--- src/rtl/router_pkg.sv ---
// rtl/router_pkg.sv - shared header layout, limits and framer state encoding
package router_pkg;

  // Header byte layout: {2'b00, len[3:0], dest[1:0]}
  localparam int DEST_LSB     = 0;
  localparam int DEST_W       = 2;
  localparam int LEN_LSB      = 2;
  localparam int LEN_W        = 4;
  localparam int MAX_LEN      = 15;
  localparam int NUM_CHANNELS = 3;

  typedef enum logic [2:0] {
    ST_IDLE,
    ST_WAIT,
    ST_HDR,
    ST_PAY,
    ST_PAR,
    ST_GAP
  } state_t;

  function automatic logic [7:0] make_header(input logic [DEST_W-1:0] dest,
                                             input logic [LEN_W-1:0]  len);
    logic [7:0] h;
    h = '0;
    h[DEST_LSB +: DEST_W] = dest;
    h[LEN_LSB +: LEN_W]   = len;
    return h;
  endfunction

  // A request is legal when it targets an existing channel and carries payload
  function automatic logic req_legal(input logic [DEST_W-1:0] dest,
                                     input logic [LEN_W-1:0]  len);
    return (int'(dest) < NUM_CHANNELS) && (int'(len) >= 1) && (int'(len) <= MAX_LEN);
  endfunction

endpackage

--- src/rtl/pkt_fifo.sv ---
// rtl/pkt_fifo.sv - first-word-fall-through byte staging FIFO
module pkt_fifo #(
  parameter int DEPTH = 16,
  parameter int WIDTH = 8
) (
  input  logic                           clk,
  input  logic                           rst_n,
  input  logic                           wr_en,
  input  logic [WIDTH-1:0]               wr_data,
  input  logic                           rd_en,
  output logic [WIDTH-1:0]               rd_data,
  output logic                           full,
  output logic                           empty,
  output logic [$clog2(DEPTH+1)-1:0]     level
);

  localparam int AW = $clog2(DEPTH);
  localparam int LW = $clog2(DEPTH+1);

  logic [WIDTH-1:0] mem [DEPTH];
  logic [AW-1:0]    wr_ptr;
  logic [AW-1:0]    rd_ptr;
  logic             wr_ok;
  logic             rd_ok;

  // Writes to a full FIFO are dropped so stored data is never overwritten
  assign wr_ok   = wr_en && !full;
  assign rd_ok   = rd_en && !empty;
  assign full    = (level == LW'(DEPTH));
  assign empty   = (level == '0);
  assign rd_data = mem[rd_ptr];

  // Storage array; contents need no reset since level gates visibility
  always_ff @(posedge clk) begin
    if (wr_ok) mem[wr_ptr] <= wr_data;
  end

  // Pointers wrap naturally at the power-of-two depth; level tracks occupancy
  always_ff @(posedge clk) begin
    if (!rst_n) begin
      wr_ptr <= '0;
      rd_ptr <= '0;
      level  <= '0;
    end else begin
      if (wr_ok) wr_ptr <= wr_ptr + AW'(1);
      if (rd_ok) rd_ptr <= rd_ptr + AW'(1);
      case ({wr_ok, rd_ok})
        2'b10:   level <= level + LW'(1);
        2'b01:   level <= level - LW'(1);
        default: level <= level;
      endcase
    end
  end

endmodule

--- src/rtl/pkt_framer.sv ---
// rtl/pkt_framer.sv - frames staged payload bytes into header/payload/parity packets
module pkt_framer
  import router_pkg::*;
#(
  parameter int FIFO_DEPTH = 16
) (
  input  logic                              clk,
  input  logic                              rst_n,
  input  logic                              wr_en,
  input  logic [7:0]                        wr_data,
  output logic                              full,
  output logic [$clog2(FIFO_DEPTH+1)-1:0]   level,
  input  logic                              start,
  input  logic [1:0]                        dest,
  input  logic [3:0]                        len,
  output logic                              ready,
  output logic                              err,
  input  logic                              dest_busy,
  output logic                              pkt_v,
  output logic [7:0]                        dout,
  output logic                              done
);

  localparam int LW = $clog2(FIFO_DEPTH+1);

  state_t     state;
  state_t     state_nxt;
  logic [1:0] dest_q;
  logic [3:0] len_q;
  logic [3:0] cnt_q;
  logic [7:0] acc_q;
  logic       err_q;
  logic       pop;
  logic [7:0] fifo_head;
  logic       fifo_empty;
  logic [7:0] header;
  logic       legal;

  assign legal  = req_legal(dest, len);
  assign header = make_header(dest_q, len_q);
  assign err    = err_q;

  pkt_fifo #(
    .DEPTH (FIFO_DEPTH),
    .WIDTH (8)
  ) u_fifo (
    .clk     (clk),
    .rst_n   (rst_n),
    .wr_en   (wr_en),
    .wr_data (wr_data),
    .rd_en   (pop),
    .rd_data (fifo_head),
    .full    (full),
    .empty   (fifo_empty),
    .level   (level)
  );

  // State register
  always_ff @(posedge clk) begin
    if (!rst_n) state <= ST_IDLE;
    else        state <= state_nxt;
  end

  // Request latch, error pulse, payload countdown and running parity
  always_ff @(posedge clk) begin
    if (!rst_n) begin
      dest_q <= '0;
      len_q  <= '0;
      cnt_q  <= '0;
      acc_q  <= '0;
      err_q  <= 1'b0;
    end else begin
      err_q <= ready && start && !legal;
      if (ready && start && legal) begin
        dest_q <= dest;
        len_q  <= len;
      end
      case (state)
        ST_HDR: begin
          acc_q <= header;
          cnt_q <= len_q;
        end
        ST_PAY: begin
          acc_q <= acc_q ^ fifo_head;
          cnt_q <= cnt_q - 4'd1;
        end
        default: ;
      endcase
    end
  end

  // Next-state and packet stream outputs; the header only launches once the
  // whole payload is staged, so PAY can never pop an empty FIFO
  always_comb begin
    state_nxt = state;
    ready     = 1'b0;
    pkt_v     = 1'b0;
    dout      = 8'h00;
    done      = 1'b0;
    pop       = 1'b0;
    case (state)
      ST_IDLE: begin
        ready = 1'b1;
        if (start && legal) state_nxt = ST_WAIT;
      end
      ST_WAIT: begin
        if ((level >= LW'(len_q)) && !dest_busy) state_nxt = ST_HDR;
      end
      ST_HDR: begin
        pkt_v     = 1'b1;
        dout      = header;
        state_nxt = ST_PAY;
      end
      ST_PAY: begin
        pkt_v = 1'b1;
        dout  = fifo_head;
        pop   = !fifo_empty;
        if (cnt_q == 4'd1) state_nxt = ST_PAR;
      end
      ST_PAR: begin
        pkt_v     = 1'b1;
        dout      = acc_q;
        done      = 1'b1;
        state_nxt = ST_GAP;
      end
      ST_GAP: begin
        state_nxt = ST_IDLE;
      end
      default: state_nxt = ST_IDLE;
    endcase
  end

endmodule

--- config.mk ---
export PLATFORM = sky130hd
export DESIGN_NAME = pkt_framer
export DESIGN_NICKNAME = d
export VERILOG_FILES = /design/src/rtl/router_pkg.sv /design/src/rtl/pkt_fifo.sv /design/src/rtl/pkt_framer.sv
export SDC_FILE = /design/constraint.sdc
export NUM_CORES = 1
export LEC_CHECK = 0
export ABC_AREA = 0
export ABC_CLOCK_PERIOD_IN_PS = 4920
export BUFFER_PORTS_ARGS = -buffer_cell sky130_fd_sc_hd__buf_2
export CAP_MARGIN = 20
export CORE_AREA = 2 2 108 110
export CTS_BUF_LIST = sky130_fd_sc_hd__clkbuf_4
export CTS_CLUSTER_SIZE = 12
export DETAILED_ROUTE_END_ITERATION = 16
export DIE_AREA = 0 0 110 112
export GPL_ROUTABILITY_DRIVEN = 0
export PLACE_DENSITY = 0.83
export SLEW_MARGIN = 20
export SYNTH_ARGS = -nofsm -noshare
export SYNTH_HDL_FRONTEND = slang
export SYNTH_SLANG_ARGS = --single-unit
--- constraint.sdc ---
create_clock -name clk -period 4.92 [get_ports clk]
set_clock_uncertainty 0.05 [all_clocks]
set_input_delay 0.738 -clock clk [delete_from_list [all_inputs] [get_ports clk]]
set_output_delay 0.738 -clock clk [all_outputs]
set_load 0.03 [all_outputs]
==> results by group <==
Layout
  – Register area: 4630 sq um
  – Fill count: around 730
  – Nets: approximately 560
  – Most common cell after layout, fill and taps aside: edfxtp_1
  – Share of layout cells above drive strength 1: between 20% and 30%
  – Number of diodes: 0
  – Most frequent cells in the layout: 128 x edfxtp_1, 47 x nor2_1, 38 x dfxtp_1
  – Core Util, Final: 69.0%
  – Design Area, Final: 7710 sq um
  – Area of the multi-input gates: around 2300 sq um
  – Area Overhead vs Synth: 7.84%

Clock tree
  – Clk root buf: clkbuf_4
  – Reg clk slew, reported paths: 0.13 ns
  – H-tree levels: 4
  – Resized cells post-CTS: 0
  – Clock buffer count from CTS: 17
  – Post-CTS Setup Inserts: 0
  – Clock buffer depth: 2
  – TritonCTS Sinks: roughly 170
  – CTS tree: yes
  – Hold buffer count at CTS: 0
  – Worst skew pair latency: roughly 0.56 ns

Routing
  – Detailed router's first-iteration violation count: between 500 and 600
  – WL per Instance: around 21 um
  – DR vias/cell: between 6 and 7
  – Routed Wire Length: 14300 um
  – Routed vias: between 4000 and 5000
  – Pre-antenna DRT Iters: 5
  – DRC: 0
  – Final ANT Viol Nets: 0

Worst setup path
  – Critical path data required time: 4.13 ns
  – Critical Path End Type: primary output
  – Crit path launch type: register
  – Flop2flop setup slack: about 1.1 ns
  – CP max FO: 18
  – Crit Path Class: register to primary output
  – CP Data Arrival Time: ~3.2 ns

Outcome
  – Status: complete, no violations

Die
  – DIE AREA: about 12000 sq um
  – Initial Util: 64.0%
  – Core area: 11200 sq um
  – Ports: 37
  – Die W: between 100 and 150 um
  – Row count: 39
  – Die height: 112 um

Yosys
  – Gate Count Post-Synth: 490
  – Synth Register Bits: roughly 170
  – Synth top area cells: edfxtp_1 54%, dfxtp_1 11%, mux4_2 10%
  – Top cell type's share of synthesized area: between 50% and 60%
  – Syn nets: roughly 520
  – Mean area per synthesized cell: around 15 sq um
  – Ys Warns: 0
  – Post-synth EDFFs: approximately 130
  – Seq/Total Area, Yosys: between 60 and 70%
  – Netlist cell types: 54
  – Synthesized area: between 7000 and 8000 sq um
  – Ys flop type: edfxtp_1
  – Most area-hungry cell type in the Yosys netlist: edfxtp_1
  – Async S/R FF share, synth: 0%

Pwr
  – PwrDens: approximately 360 nW/um^2
  – Leakage: about 2.7 nW
  – Clk pwr share: roughly 33%
  – Switching power: about 0.00067 W
  – Peak supply drop: about 0.37 mV
  – Switching share of power: 24.6%
  – Sequential power share: roughly three fifths
  – Combinational group share of total power: a little under a tenth
  – Pint: 0.00207 W

Timing
  – Hold Fails Final Rpt: 0
  – RSZ-0062 raised after global routing: false
  – Worst slew pin tran: ~1 ns
  – Tcrit/Tclk final: between 80% and 90%
  – Setup TNS: 0 ns
  – Hold slack: about 0.37 ns
  – Slew Limit Fails: 0
  – Final setup fails: 0
  – Worst setup margin: between 0.9 and 1 ns
  – Worst slew margin: a little under a third
  – Tmin final: 3.96 ns
  – FMAX: between 200 and 300 MHz

Place
  – Placed inst area: about 7400 sq um
  – Port Buffer Count: 36
  – DP HPWL: 9690 um
  – Pre-CTS setup slack: 1.25 ns

Global route
  – Antenna violations before repair: 0
  – Grt total ovfl: 0
  – Vias in the first global route: about 4300
  – Global-route wire length before repair: 22500 um
  – Total GRT Usage: between 20% and 30%
  – Pin count of the biggest net entering global routing: 38

Job
  – Max-Cap Viols: 0

Worst hold path
  – Min-delay worst type: input pin to register
power by group through the flow:
stage	Clock, W	Combinational [W]	Sequential, W
2_1_floorplan	0	0.000196	0.00161
4_1_cts	0.000908	0.000248	0.00159
3_3_place_gp	0	0.000238	0.00162
6_report	0.000899	0.000249	0.00160
3_5_place_dp	0	0.000247	0.00163
5_1_grt	0.000964	0.000275	0.00160
worst max-delay path, stage by stage (launching register included):
cell and delay [ns]:
dfxtp_2 0.74, buf_4 0.41, mux4_2 0.55, a22oi_1 0.20
nand3_1 0.14, a221o_2 0.36, buf_2 0.18
cell usage after synthesis, drive strengths merged (2+ instances only):
master     n
a2111oi    2
a211oi     2
a21boi     2
a21o       2
a21oi     13
a221o      6
a22oi     11
a311oi     2
a31oi      7
a41o       3
and2       3
and2b      2
and3       4
buf       13
clkbuf    13
dfxtp     39
edfxtp   128
ha        14
inv       13
mux2i     10
mux4      32
nand2     33
nand2b     4
nand3     18
nand4      2
nand4b     6
nor2      47
nor2b      7
nor3      12
nor4       2
o211ai     2
o21ai      8
o41ai      2
or2        7
xnor2      3
xor2       7
metrics by stage:
stage          cells  power, W
6_report         680   0.00274
2_1_floorplan    490   0.00180
3_3_place_gp     648   0.00186
4_1_cts          680   0.00275
5_1_grt          680   0.00284
3_5_place_dp     648   0.00187
registers in the layout, indices dropped and copies added (netlist names), named ones only:
register / cells
u_fifo.rd_ptr: 4
len_q: 4
u_fifo.level: 5
u_fifo.wr_ptr: 4
cnt_q: 4
u_fifo.mem: 128
acc_q: 8
dest_q: 2
state: 3
err: 1
path summary, 6_finish.rpt:
| kind | startpoint | to | cells past startpoint |
|---|---|---|---|
| min | start | err | 3 |
| max | register | dout[5] | 6 |
| min reg2reg | cnt_q[1] | cnt_q[1] | 2 |
| max reg2reg | state[0] | u_fifo.level[4] | 9 |
layout make-up:
cell class	instances	area share (%)
Multi-Input combinational cell	283	29.7
Clock inverter	13	2.52
Clock buffer	19	1.85
Sequential cell	167	60.0
Timing Repair Buffer	42	2.92
Inverter	13	0.633
Tap cell	143	2.32
layer usage:
metal,wire length [um],up-vias,GRT usage [%]
met5,0,-,0
met4,325,0,10.2
met3,1130,32,6.44
met2,7200,207,40.8
met1,5690,2140,32.8
li1,-,1951,-
kinds of logic (layout without fill, tap and decap cells):
logic type / count (synthesis) / count (layout) / share of synthesized area [%]
compound gates: 65 / 65 / 6.50
xor+xnor: 10 / 10 / 1.23
fa+ha+maj: 14 / 14 / 2.45
buf+inv: 40 / 87 / 3.22
flops: 167 / 167 / 64.7
mux: 42 / 42 / 11.5
simple gates: 152 / 152 / 10.4
(Power assumes the default switching activity.)
